File: src/rtl/mips_pkg.sv
// Shared MIPS constants for the IF/ID hazard slice.
// Opcodes, decode field positions and the canonical nop.
package mips_pkg;

  localparam logic [5:0] OP_RTYPE = 6'h00;
  localparam logic [5:0] OP_BEQ   = 6'h04;
  localparam logic [5:0] OP_BNE   = 6'h05;
  localparam logic [5:0] OP_LW    = 6'h23;
  localparam logic [5:0] OP_SW    = 6'h2B;

  localparam int OP_HI = 31;
  localparam int OP_LO = 26;
  localparam int RS_HI = 25;
  localparam int RS_LO = 21;
  localparam int RT_HI = 20;
  localparam int RT_LO = 16;

  localparam logic [31:0] NOP_INSTR = 32'h0;

  // rt is a source register only for these formats
  function automatic logic uses_rt(input logic [5:0] op);
    return (op == OP_RTYPE) || (op == OP_BEQ) ||
           (op == OP_BNE)   || (op == OP_SW);
  endfunction

endpackage

File: src/rtl/load_use_detect.sv
// Combinational load-use check of the IF/ID instruction
// against the load currently in ID/EX.
module load_use_detect
  import mips_pkg::*;
(
  input  logic        valid_out,
  input  logic [31:0] instr_out,
  input  logic        id_ex_mem_read,
  input  logic [4:0]  id_ex_rt,
  output logic        hazard
);

  logic [5:0] op;
  logic [4:0] rs;
  logic [4:0] rt;
  logic       rs_hit;
  logic       rt_hit;
  logic       unused_low;

  assign op = instr_out[OP_HI:OP_LO];
  assign rs = instr_out[RS_HI:RS_LO];
  assign rt = instr_out[RT_HI:RT_LO];
  assign unused_low = ^instr_out[15:0];

  assign rs_hit = (id_ex_rt == rs);
  assign rt_hit = uses_rt(op) && (id_ex_rt == rt);

  assign hazard = valid_out && id_ex_mem_read &&
                  (id_ex_rt != 5'd0) && (rs_hit || rt_hit);

endmodule

File: src/rtl/if_id_hazard_stage.sv
// IF/ID register with load-use stall, branch flush
// and saturating stall/flush counters.
module if_id_hazard_stage
  import mips_pkg::*;
#(
  parameter int CNT_W = 16
) (
  input  logic             clk,
  input  logic             rst_n,
  input  logic [31:0]      pc_4_in,
  input  logic [31:0]      instr_in,
  input  logic             flush,
  input  logic             id_ex_mem_read,
  input  logic [4:0]       id_ex_rt,
  output logic [31:0]      pc_4_out,
  output logic [31:0]      instr_out,
  output logic             valid_out,
  output logic             pc_write,
  output logic             if_id_write,
  output logic             bubble,
  output logic [CNT_W-1:0] stall_count,
  output logic [CNT_W-1:0] flush_count
);

  localparam logic [CNT_W-1:0] CNT_MAX = '1;
  localparam logic [CNT_W-1:0] CNT_ONE = CNT_W'(1);

  logic hazard;
  logic stall;

  load_use_detect u_detect (
    .valid_out      (valid_out),
    .instr_out      (instr_out),
    .id_ex_mem_read (id_ex_mem_read),
    .id_ex_rt       (id_ex_rt),
    .hazard         (hazard)
  );

  // flush wins: squashing the slot removes the hazard
  assign stall       = hazard & ~flush;
  assign pc_write    = ~stall;
  assign if_id_write = ~stall;
  assign bubble      = stall | flush;

  always_ff @(posedge clk or negedge rst_n) begin
    if (!rst_n) begin
      pc_4_out  <= 32'h0;
      instr_out <= NOP_INSTR;
      valid_out <= 1'b0;
    end else begin
      unique case (1'b1)
        flush: begin
          pc_4_out  <= 32'h0;
          instr_out <= NOP_INSTR;
          valid_out <= 1'b0;
        end
        stall: begin
          pc_4_out  <= pc_4_out;
          instr_out <= instr_out;
          valid_out <= valid_out;
        end
        default: begin
          pc_4_out  <= pc_4_in;
          instr_out <= instr_in;
          valid_out <= 1'b1;
        end
      endcase
    end
  end

  always_ff @(posedge clk or negedge rst_n) begin
    if (!rst_n) begin
      stall_count <= '0;
      flush_count <= '0;
    end else begin
      if (stall && stall_count != CNT_MAX)
        stall_count <= stall_count + CNT_ONE;
      if (flush && flush_count != CNT_MAX)
        flush_count <= flush_count + CNT_ONE;
    end
  end

endmodule

File: config.mk
export PLATFORM = sky130hd
export DESIGN_NAME = if_id_hazard_stage
export DESIGN_NICKNAME = d
export VERILOG_FILES = /design/src/rtl/mips_pkg.sv /design/src/rtl/load_use_detect.sv /design/src/rtl/if_id_hazard_stage.sv
export SDC_FILE = /design/constraint.sdc
export NUM_CORES = 1
export LEC_CHECK = 0
export BUFFER_PORTS_ARGS = -buffer_cell sky130_fd_sc_hd__buf_2
export CORE_UTILIZATION = 30
export CTS_CLUSTER_SIZE = 40
export DETAILED_ROUTE_END_ITERATION = 7
export GPL_TIMING_DRIVEN = 0
export HOLD_SLACK_MARGIN = 0.12
export PLACE_DENSITY = 0.55
export SLEW_MARGIN = 20
export SYNTH_ARGS = -nofsm -noshare
export SYNTH_HDL_FRONTEND = slang
export SYNTH_HIERARCHICAL = 1
export SYNTH_SLANG_ARGS = --single-unit
File: constraint.sdc
create_clock -name clk -period 9.3 [get_ports clk]
set_input_delay 1.86 -clock clk [delete_from_list [all_inputs] [get_ports clk]]
set_output_delay 1.86 -clock clk [all_outputs]
set_load 0.01 [all_outputs]
* Word-level counts from Yosys, hierarchy flattened
Index checks and enable logic that the tools add are counted.
** Storage, ports and cells
- Register bits :: 97
** Cells by class
- Mux-type cells :: 3
- Bitwise logic cells :: 4
- Reduce and logical (&&, ||, !) cells :: 12
- $add $sub $neg :: 2
- Equality and inequality tests :: 7
** Operators by type and width (number)
- case mux 32 bit (2 select lines) :: 2
- adder 16 x 1 -> 16 bit, second input constant :: 2
- inequality test 16 bit, second input constant :: 2
- equality test 6 x 3 -> 1 bit, second input constant :: 2
- equality test 5 bit :: 2
- equality test 6 bit, second input constant :: 1
- logical AND 1 bit :: 6
- logical NOT 6 bit :: 1
- nonzero test 5 bit :: 1
- logical OR 1 bit :: 4
- inverter 1 bit :: 2
- case mux 1 bit (2 select lines) :: 1
- bitwise AND 1 bit :: 1
- bitwise OR 1 bit :: 1

* Depth between registers and ports, before layout
- Depth after elaboration :: 9
- Depth in mapped cells :: 9

* Hierarchy
The synthesis kept the hierarchy.
** By module, submodules not included
- if_id_hazard_stage :: cells an instance 344, area each 4065.1 um^2, instances 1
- load_use_detect :: cells an instance 20, area each 155.1 um^2, instances 1

* Worst setup path before layout
OpenSTA, ideal clock, no wires.
- Path type :: input to output
- Start point :: input id_ex_rt[0]
- End point :: output bubble
- Setup slack :: 3.943 ns
- Arrival :: 3.497 ns
- Path buffers :: 3
- Stages on the path :: 8
- Path through :: xnor2_1 nand4_1 a2111o_1 a21oi_1 clkbuf_1 clkbuf_1 buf_2 or2_2
** Between the ends
- Longest elaborated chain between the ends :: 6
** RTL lines
- start: declaration :: RTL line if_id_hazard_stage.sv:14 : input logic [4:0] id_ex_rt,
- equality test 5 bit :: RTL line load_use_detect.sv:26 : assign rt_hit = uses_rt(op) && (id_ex_rt == rt);
- logical AND 1 bit :: RTL line load_use_detect.sv:26
- logical OR 1 bit :: RTL line load_use_detect.sv:29 : (id_ex_rt != 5'd0) && (rs_hit || rt_hit);
- logical AND 1 bit (*) :: RTL line load_use_detect.sv:29
- via hazard :: RTL line if_id_hazard_stage.sv:28 : logic hazard;
- bitwise AND 1 bit (*) :: RTL line if_id_hazard_stage.sv:40 : assign stall = hazard & ~flush;
- bitwise OR 1 bit (*) :: RTL line if_id_hazard_stage.sv:43 : assign bubble = stall | flush;
- end: declaration :: RTL line if_id_hazard_stage.sv:20 : output logic bubble,
The timed path passes the listed nets; every way through them passes the cells marked *.

* Worst setup path after layout
- Start point :: input id_ex_rt[3]
- End point :: output bubble
Same word-level chain as after synthesis.

==> impl_metrics.py <==
metrics = {
    "synth": {
        "avgSynthCellArea_um2": 11.6,
        "synth_top_area_cell": "dfrtp_1",
        "syn_nets": 439,
        "yosysUniqueCellTypes": 36,
        "synth-adder-area-share_pct": 0.593,
        "synth_xor_area_share_pct": 7.47,
        "synth_edf_count": 0,
        "async_flop_share_pct": 100,
        "synth_top_family_by_area": "multiplexers",
        "yosys.area_share.simple_pct": 14.7,
        "syn_inst": 364,
        "ys_ff_latch": 97,
        "ys_warn_count": 6,
        "synthTopCellsByArea": "dfrtp_1 58%, mux2i_1 15%, nor2_1 6.3%",
        "synth_top_area_share_pct": 57.5,
        "ys.flop_type": "dfrtp_1",
        "synth_mux_area_share_pct": 16.0,
        "seq_area_frac_synth_pct": 57.5,
        "synth_compound_area_share_pct": 1.72,
        "syn_area_mm2": 0.00422,
    },
    "detailed_routing": {
        "num_vias": 3355,
        "met1Wirelength_mm": 4.62,
        "routed_via_density": 4.60,
        "top_layer": "met4",
        "ant_nets": 0,
        "drt_iter0_markers": 101,
        "wl_per_cell_um": 14.3,
        "wl_met3_um": 578,
        "drt-total-wl_mm": 10.4,
        "wl_met2_mm": 5.05,
        "dr.pass1.iters": 4,
        "drc": 0,
    },
    "clock_network": {
        "cts_resized": 0,
        "clk_latency_ps": 340,
        "cts_sinks": 97,
        "clk_path_buf_depth": 2,
        "cts_setup_buffers": 0,
        "tritoncts": "done",
        "h-tree-depth": 3,
        "hold_buffers": 0,
        "clk_pin_slew_ps": 60,
        "clock-root-buffer": "clkbuf_16",
        "cts_buffers": 9,
    },
    "finish": {
        "nFillCells": 1312,
        "fin_nets": 623,
        "finalInstanceArea_mm2": 0.00563,
        "drive_gt1_share_pct": 36.3,
        "finalCoreUtilization_pct": 41.7,
        "final_cell_mix": "176 x buf_2, 97 x dfrtp_1, 71 x nor2_1",
        "final_common_cell": "buf_2",
        "syn2layout_area_growth_pct": 33.4,
        "antenna_cells": 0,
    },
    "sta": {
        "finalCritPeriodShare_pct": 65.8,
        "grt_setup_unrepaired": "false",
        "max_freq_ghz": 0.163,
        "finalSetupViolCount": 0,
        "finalHoldViolations": 0,
        "relSlewSlack_pct": 41.8,
        "worst_pin_slew_ps": 873,
        "slew_violations": 0,
        "setup_ws_ps": 3180,
        "finalClockSkew_ps": 5.09,
        "period_needed_ps": 6120,
        "tns_ps": 0,
    },
    "worst_setup_path": {
        "required_ps": 7440,
        "crit_chain": "buf_2, xnor2_1, nand4_1, a2111o_1, a21oi_1, clkbuf_1, clkbuf_1, buf_2, or2_2, buf_2",
        "crit_buf_inv": 5,
        "cpMostUsedCell": "buf_2",
        "start_kind": "primary input",
        "critPathKind": "primary input to primary output",
        "critPathMaxStageDelay_ps": 530,
        "end_kind": "primary output",
        "critical_path.top_delay_family": "buffers and inverters",
        "worstPathArrival_ps": 4260,
        "crit_fanout": 10,
        "cp_slowest_cell": "clkbuf_1",
    },
    "place": {
        "port_buffers": 172,
        "gp_congestion": 0.813,
        "pre_cts_slack_ps": 3090,
        "placed_area_mm2": 0.00534,
        "hpwlAfterDp_mm": 7.90,
    },
    "grt": {
        "first_global_vias": 3308,
        "grt_max_degree": 57,
        "gr-total-overflow": 0,
        "antenna_found_initial": 0,
        "grt_pass1_wl_mm": 16.6,
        "groute.usage.overall_pct": 14.6,
    },
    "outcome": {
        "status": "finished clean",
    },
    "worst_hold_path": {
        "hp-class": "flip-flop to flip-flop",
    },
    "die": {
        "core_mm2": 0.0135,
        "dieHeight_um": 121,
        "ioPinCount": 173,
        "dieArea_mm2": 0.0145,
        "die_w_um": 121,
        "rows": 42,
        "initial_utilization_pct": 31.2,
    },
    "run": {
        "max-cap-violations": 0,
    },
    "power": {
        "ir_drop_mv": 0.0759,
        "p_per_area_mw_per_mm2": 175,
        "leakagePower_nw": 2.76,
    },
}
==> sequential cells by signal, indices dropped and copies added, names as in the netlist <==
signal       flops
stall_count     16
instr_out       32
valid_out        1
flush_count     16
pc_4_out        32
==> cell usage after synthesis (2+ instances only) <==
library cell,number
buf_2,5
clkbuf_1,9
ha_1,2
xnor2_1,24
nor2_1,71
inv_1,3
nand2b_1,2
nand4_1,13
o21ai_0,2
a21oi_1,4
mux2i_1,64
xor2_1,12
and3_1,5
mux2_2,3
nor3_1,7
or4_1,2
nand2_1,11
dfrtp_1,97
buf_1,2
nand3_1,10
==> stage by stage <==
stage	power (mW)	hold slack (ps)	std cells
CTS	1.00	497	729
finish	0.984	490	729
detailed placement	0.634	484	713
global placement	0.629	476	712
floorplan	0.556	522	364
global route	1.04	507	729
==> logic make-up after synthesis <==
kind of cell             Yosys count
AO/OA/AOI/OAI                     11
XOR/XNOR                          36
adder cells (fa/ha/maj)            2
buffers and inverters             20
flip-flops                        97
multiplexers                      67
AND/OR/NAND/NOR                  131
==> area by class of cell <==
type / instances / area (um^2) / area share, %
flip-flops and latches: 97 / 2430 / 43.1
multi-input cells: 247 / 1710 / 30.3
repair buffers: 173 / 895 / 15.9
clock buffers: 15 / 288 / 5.11
well taps: 176 / 220 / 3.91
plain buffers: 17 / 73.8 / 1.31
inverters: 3 / 11.3 / 0.200
clock inverters: 1 / 7.51 / 0.133
==> per-layer routing <==
layer	GRT usage (%)	vias up
met3	3.30	12
met2	24.3	95
met5	0	-
li1	-	1611
met4	5.79	0
met1	18.5	1637
==> power by group <==
group | switching [mW] | total, mW | internal [mW] | leakage (nW)
Clock | 0.149 | 0.360 | 0.211 | 0.142
Sequential | 0.0300 | 0.484 | 0.454 | 1.27
Combinational | 0.0749 | 0.139 | 0.0644 | 1.35
Total | 0.254 | 0.984 | 0.729 | 2.76
==> worst paths after layout <==
check | startpoint | endpoint | slack [ps] | depth (start not counted)
max | id_ex_rt[3] | bubble | 3180 | 10
min | stall_count[15]$_DFFE_PN0P_ | stall_count[15]$_DFFE_PN0P_ | 490 | 1
max reg2reg | instr_out[26]$_DFFE_PN0N_ | instr_out[22]$_DFFE_PN0N_ | 6050 | 9
min reg2reg | stall_count[15]$_DFFE_PN0P_ | stall_count[15]$_DFFE_PN0P_ | 490 | 1
max in group asynchronous | rst_n | flush_count[6]$_DFFE_PN0P_ | 7260 | 2
min in group asynchronous | rst_n | pc_4_out[9]$_DFFE_PN0N_ | 1430 | 1
Power figures use the tool's default switching activity.
